**config.mk**
```make
export PLATFORM = sky130hd
export DESIGN_NAME = button_decoder
export DESIGN_NICKNAME = d
export VERILOG_FILES = /design/src/rtl/button_decoder.sv
export SDC_FILE = /design/constraint.sdc
export NUM_CORES = 1
export LEC_CHECK = 0
export BUFFER_PORTS_ARGS = -buffer_cell sky130_fd_sc_hd__buf_2
export CAP_MARGIN = 20
export CORE_ASPECT_RATIO = 0.7
export CORE_MARGIN = 2
export CORE_UTILIZATION = 55
export CTS_BUF_LIST = sky130_fd_sc_hd__clkbuf_16
export DETAILED_ROUTE_END_ITERATION = 8
export MAX_ROUTING_LAYER = met4
export PLACE_DENSITY = 0.72
export REMOVE_ABC_BUFFERS = 1
export SLEW_MARGIN = 20
export SYNTH_ARGS = -nofsm -noshare
export SYNTH_HDL_FRONTEND = slang
export SYNTH_SLANG_ARGS = --single-unit
```
**constraint.sdc**
```tcl
create_clock -name clk -period 4.9 [get_ports clk]
set_clock_uncertainty 0.1 [all_clocks]
set_input_delay 0.735 -clock clk [delete_from_list [all_inputs] [get_ports clk]]
set_output_delay 0.735 -clock clk [all_outputs]
set_load 0.05 [all_outputs]
```
**src/rtl/button_decoder.sv**
```systemverilog
// Debounces the four arrow push-buttons and turns each clean press into a
// single arrow event held in a one-entry valid/ack register.
module button_decoder #(
  parameter int unsigned DEBOUNCE_CYCLES = 500000,
  parameter int unsigned CNT_BITS        = 19
) (
  input  logic       clk,
  input  logic       reset,
  input  logic       btn_u,
  input  logic       btn_d,
  input  logic       btn_l,
  input  logic       btn_r,
  input  logic       enable,
  output logic [3:0] held,
  output logic       press_valid,
  output logic [1:0] press_arrow,
  output logic       press_multi,
  input  logic       press_ack,
  output logic       overflow
);

  localparam int unsigned         NBTN     = 4;
  localparam logic [CNT_BITS-1:0] CNT_LAST = CNT_BITS'(DEBOUNCE_CYCLES - 1);

  logic [NBTN-1:0]     w_raw;
  logic [NBTN-1:0]     r_s1;
  logic [NBTN-1:0]     r_s2;
  logic [NBTN-1:0]     r_stable;
  logic [NBTN-1:0]     r_stable_d;
  logic [CNT_BITS-1:0] r_cnt [NBTN];

  logic [NBTN-1:0]     w_rise;
  logic                w_any_rise;
  logic [1:0]          w_arrow;
  logic                w_multi;

  logic                r_valid;
  logic [1:0]          r_arrow;
  logic                r_multi;
  logic                r_ovf;
  logic                w_valid_nxt;
  logic [1:0]          w_arrow_nxt;
  logic                w_multi_nxt;
  logic                w_ovf_nxt;

  // Bit order matches held: {r,l,d,u}
  assign w_raw = {btn_r, btn_l, btn_d, btn_u};

  // Two-flop synchronizer for the asynchronous pins
  always_ff @(posedge clk or negedge reset) begin
    if (!reset) begin
      r_s1 <= '0;
      r_s2 <= '0;
    end else begin
      r_s1 <= w_raw;
      r_s2 <= r_s1;
    end
  end

  // Per-button debounce: a level is accepted only after DEBOUNCE_CYCLES
  // consecutive mismatching samples; any bounce back restarts the count.
  always_ff @(posedge clk or negedge reset) begin
    if (!reset) begin
      r_stable   <= '0;
      r_stable_d <= '0;
      for (int i = 0; i < NBTN; i++) begin
        r_cnt[i] <= '0;
      end
    end else begin
      r_stable_d <= r_stable;
      for (int i = 0; i < NBTN; i++) begin
        if (r_s2[i] == r_stable[i]) begin
          r_cnt[i] <= '0;
        end else if (r_cnt[i] == CNT_LAST) begin
          r_stable[i] <= r_s2[i];
          r_cnt[i]    <= '0;
        end else begin
          r_cnt[i] <= r_cnt[i] + CNT_BITS'(1);
        end
      end
    end
  end

  assign w_rise     = r_stable & ~r_stable_d;
  assign w_any_rise = |w_rise;

  // Fixed priority up > down > left > right; lower-priority presses are lost
  always_comb begin
    w_arrow = 2'd3;
    if (w_rise[0]) begin
      w_arrow = 2'd0;
    end else if (w_rise[1]) begin
      w_arrow = 2'd1;
    end else if (w_rise[2]) begin
      w_arrow = 2'd2;
    end
  end

  // Multi: several simultaneous presses, or another button already down
  assign w_multi = ((w_rise & (w_rise - NBTN'(1))) != '0) ||
                   ((r_stable & ~w_rise) != '0);

  // One-entry event register with ack and drop-on-full
  always_comb begin
    w_valid_nxt = r_valid;
    w_arrow_nxt = r_arrow;
    w_multi_nxt = r_multi;
    w_ovf_nxt   = 1'b0;
    if (!enable) begin
      w_valid_nxt = 1'b0;
    end else if (w_any_rise) begin
      if (!r_valid || press_ack) begin
        w_valid_nxt = 1'b1;
        w_arrow_nxt = w_arrow;
        w_multi_nxt = w_multi;
      end else begin
        w_ovf_nxt = 1'b1;
      end
    end else if (r_valid && press_ack) begin
      w_valid_nxt = 1'b0;
    end
  end

  always_ff @(posedge clk or negedge reset) begin
    if (!reset) begin
      r_valid <= 1'b0;
      r_arrow <= 2'd0;
      r_multi <= 1'b0;
      r_ovf   <= 1'b0;
    end else begin
      r_valid <= w_valid_nxt;
      r_arrow <= w_arrow_nxt;
      r_multi <= w_multi_nxt;
      r_ovf   <= w_ovf_nxt;
    end
  end

  assign held        = r_stable;
  assign press_valid = r_valid;
  assign press_arrow = r_arrow;
  assign press_multi = r_multi;
  assign overflow    = r_ovf;

endmodule

```
# Word-level counts from Yosys, hierarchy flattened
# Index checks and enable logic that the tools add are counted.
# word_totals
word_cells	70
output_inout_bits	9
reg_bits	97
in_bits	8
# op_classes
bitwise	9
eq_ne	10
n_mux	18
addsub	5
n_reduce_logical	13
# ops
op	n
19-bit two-way mux	8
19-bit by 1-bit adder with 19-bit output (second input constant)	4
19-bit == test (second input constant)	4
4-bit AND	3
2-bit AND reduction	5
1-bit two-way mux	8
4-bit inverter	2
4-bit nonzero test	2
1-bit == test	4
2-bit two-way mux	2
1-bit inverter	4
4-bit OR reduction	1
4-bit by 1-bit subtractor with 4-bit output (second input constant)	1
3-bit by 1-bit inequality test with 1-bit output (second input constant)	1
3-bit by 2-bit inequality test with 1-bit output (second input constant)	1
3-bit AND reduction	1
1-bit logical OR	2
1-bit logical AND	1
1-bit logical NOT	1

# Depth between registers and ports, before layout
# depth
depth_word	6
depth_mapped	6
depth_no_buf	5

# Worst setup path after synthesis
# Ideal clock, no wire load.
# synth_timing
path_kind	register to register
from	reg r_cnt[24] (netlist name)
to	reg r_cnt[36] (netlist name)
stages_incl_launch_ff	6
n_path_buf	1
path_slack_ns	2.931
synth_period_minus_slack_ns	1.969
arrival_ns	1.791
setup_time_ns	0.078
required_ns	4.722
cell_sequence	dfrtp_1 nand4_2 or4_1 buf_2 or4_1 a21oi_1
# synth_via
elab_chain_len	3
word_cells_on_any_way	4
cone_classes	add/sub: 1; eq/ne: 1; mux: 2
# synth_rtl
element	line	text
start, declared	30	logic [CNT_BITS-1:0] r_cnt [NBTN];
start signal, assigned by index	78	r_cnt[i] <= r_cnt[i] + CNT_BITS'(1);
19-bit by 1-bit adder with 19-bit output or 19-bit == test (tied branches)	78, 74	
19-bit two-way mux *	74	end else if (r_cnt[i] == CNT_LAST) begin
19-bit two-way mux *	72	if (r_s2[i] == r_stable[i]) begin
# Every way passes the cells marked *; elsewhere a longest branch is shown, timed or not.
# A chain may end at the register's enable or synchronous reset.

# Worst setup path after layout
# layout_timing
from	reg r_cnt[38] (netlist name)
to	reg r_cnt[55] (netlist name)
# Same word-level chain as after synthesis.

==> run metrics <==
status=finished, violations left; violated checks=design-rule violations; switching power share of the total=21.9%; top post-synthesis cells by count=97 x dfrtp_1, 65 x nor2_1, 33 x xnor2_1; clk buf depth=2; clk_lat worst skew=~0.34 ns; Iteration-0 DRC Markers=about 220; Synth area leaders=dfrtp_1 53%, xnor2_1 6.3%, nor2_1 5.3%; CP arrival=2.35 ns; hold crit path type=flop to flop; Pint=between 1000 and 1500 uW; CP peak stage delay=between 0.5 and 0.6 ns; Hold Buf Count CTS=0; CP required=approximately 5.0 ns; Static Leak=0.00208 uW; Reg power frac=between 50% and 60%; CTS buffer count=9; post-DP HPWL=~5800 um; Die X-Extent=about 110 um; DRC viols=2; number of flops mapped to enable cells by yosys=0; Vias/cell=5.71; Gate power share=3.1%; Routed WL=8480 um; part of the Yosys area used for sequential elements=53.0%; Post-Synthesis Cells=449; top-count cell post-synth=dfrtp_1; Routed Antenna Nets=0; post-synth top area cell=dfrtp_1; I/O pin count=17; Area growth, synth to finish=10.9%; CTS tree=built; Initial Util=57.5%; vias in the first global route=3192; initial antenna violation count=0; placer congestion estimate=around 0.91; Core ar.=~8000 sq um; CP Class=flop to flop; #FFs+latches synth=between 90 and 100; max cap viols=0; Main synth FF type=dfrtp_1; Worst setup SP type=flop; f_max=around 450 MHz; P_sw=~340 uW; min Tclk post-route=about 2.2 ns; crit path max-delay cell type=o21ai_1; crit-path max FO=10; top-area cell type share of the netlist area=53.0%; CTS sink cnt=97; Syn. warnings=0; Yosys cell types=45; first-pass GRT wire length=between 15000 and 20000 um; nets=480; Routed WL per cell=approximately 15 um; CTS root buf=clkbuf_16; share of cells above drive strength 1=between 8 and 9%; Final period util=45.6%; vias=~3300; Congestion Overflow GR=0; cts repair resizes=0; antenna fix cells=0; Fin. Hold Viols=0; crit path capture type=flop; RSZ-0062 raised after global routing=false; CP Cell Sequence=ha_1 > and4_1 > nand3_1 > o21ai_1 > buf_4 > a21oi_1; die area=approximately 9100 sq um; row count=27; PD cells=roughly 310 nW/um^2; largest net degree at the start of global routing=50; worst-margin pin slew=between 0.7 and 0.8 ns; Synth Area per Inst=between 10 and 15 sq um; Slew headroom=about half; setup TNS=0 ns; global-route usage over all layers=21.6%; Worst-path clk slew=roughly 0.070 ns; Die Height=between 80 and 90 um; H-tree Lvls=3; # port buffers=16; Clk pwr share=44.3%; Cell Area, Placed=~4800 sq um; area of the mapped netlist=around 4600 sq um; Peak VDD IR=between 0.0003 and 0.0004 V; Pre-antenna DRT Iters=6; Post-CTS Setup Repair Bufs=0; Setup Viol. Count Final=0; Max Slew Vio Count=0; asr flop ratio synth=between 90% and 100%; Final Instance Area=slightly above 5000 sq um
==> stage by stage <==
step	util, %	hold WS [ns]	setup slack [ns]	std cells	total power, uW
after floorplan	-	0.231	2.84	439	858
after global placement	59.7	0.233	2.50	558	885
after detailed placement	60.0	0.236	2.54	558	888
after CTS	63.7	0.244	2.53	574	1590
after global routing	63.7	0.257	2.46	574	1630
final	63.7	0.248	2.67	574	1560
==> flip-flops by register name, summed over array words and instances (netlist names) <==
register     count
press_valid      1
press_multi      1
r_s1             4
r_cnt           76
r_stable_d       4
r_s2             4
overflow         1
press_arrow      2
held             4
==> routing by layer <==
metal / global-route usage (%) / routed length (um) / up-vias
met4: 6.83 / 97 / 0
met5: - / 0 / -
li1: - / - / 1639
met1: 30.8 / 4410 / 1571
met2: 30.3 / 3610 / 55
met3: 5.66 / 368 / 11
==> path summary, 6_finish.rpt <==
kind	from	to	slack, ns	cells past startpoint
worst max-delay path	r_cnt[38]$_DFF_PN0_	r_cnt[55]$_DFF_PN0_	2.67	6
worst min-delay path	r_s1[3]$_DFF_PN0_	r_s2[3]$_DFF_PN0_	0.25	0
worst max register to register	r_cnt[38]$_DFF_PN0_	r_cnt[55]$_DFF_PN0_	2.67	6
worst min register to register	r_s1[3]$_DFF_PN0_	r_s2[3]$_DFF_PN0_	0.25	0
max in group asynchronous	reset	r_s2[3]$_DFF_PN0_	3.39	2
min in group asynchronous	reset	r_cnt[5]$_DFF_PN0_	0.30	1
==> layout by cell type (no fill, tap or decap), drive strengths merged, types with 14 or more instances in the layout <==
cell,count
dfrtp,97
nor2,65
xnor2,33
nand3,27
nand2,25
nand4,22
xor2,21
a21oi,18
buf,18
inv,15
nor4,14
==> final cells by class <==
type | count | area, sq um
Inverter | 14 | 52.6
Clock inverter | 7 | 70.1
Clock buffer | 9 | 225
Sequential cell | 97 | 2430
Tap cell | 101 | 126
Fill cell | 650 | 2890
Timing Repair Buffer | 18 | 97.6
Multi-Input combinational cell | 328 | 2080
==> power groups by stage <==
stage / clock network (uW) / registers [uW] / logic, uW
floorplan: 0 / 836 / 22.4
global route: 745 / 825 / 55.9
finish: 692 / 823 / 47.8
CTS: 713 / 823 / 49.8
detailed placement: 0 / 838 / 49.5
global placement: 0 / 837 / 47.4
==> worst max-delay path: cells and delay by family (launching register included) <==
kind,cells,cell delay (ns)
AO/OA/AOI/OAI,2,0.62
adder cells (fa/ha/maj),1,0.25
buffers and inverters,1,0.29
flip-flops,1,0.42
AND/OR/NAND/NOR,2,0.43
==> kinds of logic (layout without fill, tap and decap cells) <==
group | after synthesis | in the layout | share of synthesized area (%)
flip-flops | 97 | 97 | 53.0
XOR/XNOR | 54 | 54 | 10.3
AND/OR/NAND/NOR | 219 | 219 | 25.9
buffers and inverters | 24 | 48 | 2.08
multiplexers | 8 | 8 | 1.91
AO/OA/AOI/OAI | 43 | 43 | 5.73
adder cells (fa/ha/maj) | 4 | 4 | 1.09
Power figures use the tool's default switching activity.
